## config.mk

```make
export PLATFORM = sky130hd
export DESIGN_NAME = demux_1x8_core
export DESIGN_NICKNAME = d
export VERILOG_FILES = /design/src/rtl/demux_1x8_core.sv
export SDC_FILE = /design/constraint.sdc
export NUM_CORES = 1
export LEC_CHECK = 0
export ABC_CLOCK_PERIOD_IN_PS = 1200
export BUFFER_PORTS_ARGS = -buffer_cell sky130_fd_sc_hd__buf_4
export CAP_MARGIN = 5
export CORE_AREA = 4 4 41 43
export CTS_CLUSTER_DIAMETER = 120
export DETAILED_ROUTE_END_ITERATION = 16
export DIE_AREA = 0 0 45 47
export GPL_TIMING_DRIVEN = 0
export PLACE_DENSITY = 0.66
export SYNTH_ARGS = -nofsm -noshare
export SYNTH_HDL_FRONTEND = slang
export SYNTH_SLANG_ARGS = --single-unit
```

## constraint.sdc

```tcl
create_clock -name clk -period 1.2 [get_ports clk]
set_clock_uncertainty 0.05 [all_clocks]
set_input_delay 0.24 -clock clk [delete_from_list [all_inputs] [get_ports clk]]
set_output_delay 0.24 -clock clk [all_outputs]
set_load 0.01 [all_outputs]
```

## src/rtl/demux_1x8_core.sv

```systemverilog
// 1-to-2^SIZE demultiplexer: routes din onto the line addressed by sel.
// Provides a combinational output plus a registered copy of output, select and data.
module demux_1x8_core #(
    parameter int SIZE = 3
) (
    input  logic                  clk,
    input  logic                  rst,
    input  logic                  din,
    input  logic [SIZE-1:0]       sel,
    output logic [(2**SIZE)-1:0]  dout,
    output logic [(2**SIZE)-1:0]  dout_q,
    output logic [SIZE-1:0]       sel_q,
    output logic                  din_q
);

    localparam int N = 2**SIZE;

    // Every sel value maps to exactly one line because N = 2^SIZE.
    always_comb begin
        // NOTE: assign the default before the loop so every bit is always driven and no latch is inferred.
        dout = '0;
        for (int k = 0; k < N; k++) begin
            if (sel == SIZE'(k)) begin
                dout[k] = din;
            end
        end
    end

    always_ff @(posedge clk or posedge rst) begin
        if (rst) begin
            // NOTE: sequential state uses non-blocking assignments so all registers update together.
            dout_q <= '0;
            sel_q  <= '0;
            din_q  <= 1'b0;
        end else begin
            dout_q <= dout;
            sel_q  <= sel;
            din_q  <= din;
        end
    end

endmodule

```

==> results.py <==
metrics = {
    "logic_synthesis": {
        "yosysWarnings": 0,
        "ys_ff_latch": 12,
        "avgSynthCellArea_um2": 19.0,
        "synthCells": 21,
        "ys_top_cells_by_area": "dfrtp_1 75%, and4bb_1 6.3%, and4b_2 5.6%, nor4b_2 3.8%, and4bb_2 3.1%",
        "synth_fp_nets": 27,
        "synth-seq-area-share_pct": 75.2,
        "yosys.area.top_type": "dfrtp_1",
        "synth_cell_types": 8,
        "syn_area_um2": 399,
        "synth_top_area_share_pct": 75.2,
    },
    "cts": {
        "clk_path_buf_depth": 2,
        "clock-root-buffer": "clkbuf_4",
        "clkTransAtPathRegs_ps": 60,
        "cts_tree": "yes",
        "clock-sinks": 12,
        "numCtsBuffers": 3,
        "cts-htree-levels": 1,
        "postCtsSetupBuffers": 0,
        "cts_resized": 0,
    },
    "global_route": {
        "antenna_found_initial": 0,
        "grt_start_max_net_pins": 13,
        "grt_pass1_wl_um": 1320,
        "grtUsageTotal_pct": 9.35,
        "grt_pass1_vias": 285,
        "gr-total-overflow": 0,
    },
    "floorplanning": {
        "start_util_pct": 30.7,
        "die_w_um": 45,
        "fp.dieH_um": 47,
        "row_count": 13,
        "dieArea_mm2": 0.00212,
        "core-area_mm2": 0.00130,
        "ios": 26,
    },
    "run": {
        "maxCapViolations": 0,
    },
    "sta": {
        "slew_headroom_pct": 72.0,
        "report.final.setup_viol": 0,
        "finalMaxSlewViolations": 0,
        "final-hold-violation-count": 0,
        "rsz0062_at_grt": "false",
        "fin_crit_ps": 1140,
        "fmax_mhz": 877,
        "post-route-period-util_pct": 95.1,
        "tightest_slew_ps": 419,
        "setup_tns_ps": 0,
    },
    "pwr": {
        "p_leak_nw": 0.349,
        "powerDensity_mw_per_mm2": 1150,
        "switching_share_pct": 21.2,
        "clkPwrFrac_pct": 30.6,
        "ir_drop_v": 0.000572,
        "report.power.total_mw": 0.736,
        "p_seq_share_pct": 57.2,
        "p_int_mw": 0.580,
        "power_switching_mw": 0.156,
        "p_comb_share_pct": 12.1,
    },
    "layout": {
        "layout_commonest_cell": "buf_4",
        "final_cell_mix": "25 x buf_4, 12 x dfrtp_1, 3 x clkbuf_4",
        "drive_gt1_share_pct": 66.0,
        "num_antenna_cells": 0,
        "fin_util_pct": 49.0,
        "area_growth_pct": 59.9,
        "nets": 58,
    },
    "worst_setup_path": {
        "crit_type": "in -> out",
        "cp_data_required_time_ps": 910,
        "arrival_ps": 850,
        "start_kind": "primary input",
        "cp_max_fo": 9,
        "cp-end-kind": "primary output",
    },
    "placement": {
        "place_hpwl_um": 639,
        "globalplace.congestion": 0.587,
        "io_buffer_count": 25,
    },
    "route": {
        "post_drt_wl_per_cell_um": 12.6,
        "drc": 0,
        "via_count": 298,
        "viasPerCell": 4.58,
        "ant_nets": 0,
        "dr.pass1.iters": 3,
        "first_iter_violations": 3,
        "routed_wl_um": 816,
    },
    "outcome": {
        "status": "finished, final reports clean",
    },
    "worst_hold_path": {
        "hp-class": "in -> reg",
    },
}
-- routing by layer --
| layer | up-vias | share of wire [%] | global-route usage (%) |
|---|---|---|---|
| met5 | - | 0 | 0 |
| met4 | 0 | 1.1 | 10.5 |
| met3 | 2 | 16 | 3.83 |
| met2 | 19 | 43 | 12.7 |
| met1 | 137 | 39 | 10.4 |
| li1 | 140 | - | - |
-- logic make-up (layout without fill, tap and decap cells) --
group | after synthesis | after routing | synth area share [%]
buffers and inverters | 1 | 30 | 0.940
DFF | 12 | 12 | 75.2
and+or+nand+nor | 8 | 8 | 23.8
-- registers in the layout, indices dropped and copies added (netlist names) --
| name | count |
|---|---|
| dout_q | 8 |
| sel_q | 3 |
| din_q | 1 |
-- final cells by class --
type                    instances  area (um^2)
clock buffers                   3         22.5
fillers                       122          663
inverters                       1         3.75
multi-input cells               8         95.1
flip-flops and latches         12          300
well taps                      15         18.8
repair buffers                 26          198
-- path summary, 6_finish.rpt --
check,start,to,slack [ps],depth (start not counted)
max in group asynchronous,rst,dout_q[5],330,3
min,din,din_q,90,1
max,sel[2],dout[0],60,3
min in group asynchronous,rst,din_q,470,3
-- worst max-delay path: stages --
cell,delay [ps]
buf_4,140
nor4b_2,300
buf_4,170
-- cells in the mapped netlist --
library cell	n
and4bb_2	1
inv_1	1
and4bb_1	2
dfrtp_1	12
and4b_2	2
nor4b_2	1
and4b_1	1
and4_2	1
-- through the flow --
step	hold WS (ps)	cell area (um^2)	instances	worst slack, ps
2_1_floorplan	54.7	399	21	287
3_3_place_gp	207	606	61	50.3
3_5_place_dp	218	606	61	47.4
4_1_cts	73.4	638	65	39.3
5_1_grt	77.2	638	65	6.21
6_report	86.1	638	65	59.3
-- repair_timing --
action | 4_1_cts | 5_1_grt
endpoints found under the hold margin | 12 | 0
hold buffers | 1 | 0
endpoints found under the setup margin | 0 | 0
-- power groups by stage --
stage	clock, mW	combinational [mW]	sequential (mW)
after floorplan	0	0.0220	0.437
after global placement	0	0.0877	0.429
after detailed placement	0	0.0892	0.429
after CTS	0.243	0.0919	0.421
after global routing	0.255	0.0991	0.422
final	0.225	0.0893	0.421
(Power assumes the default switching activity.)
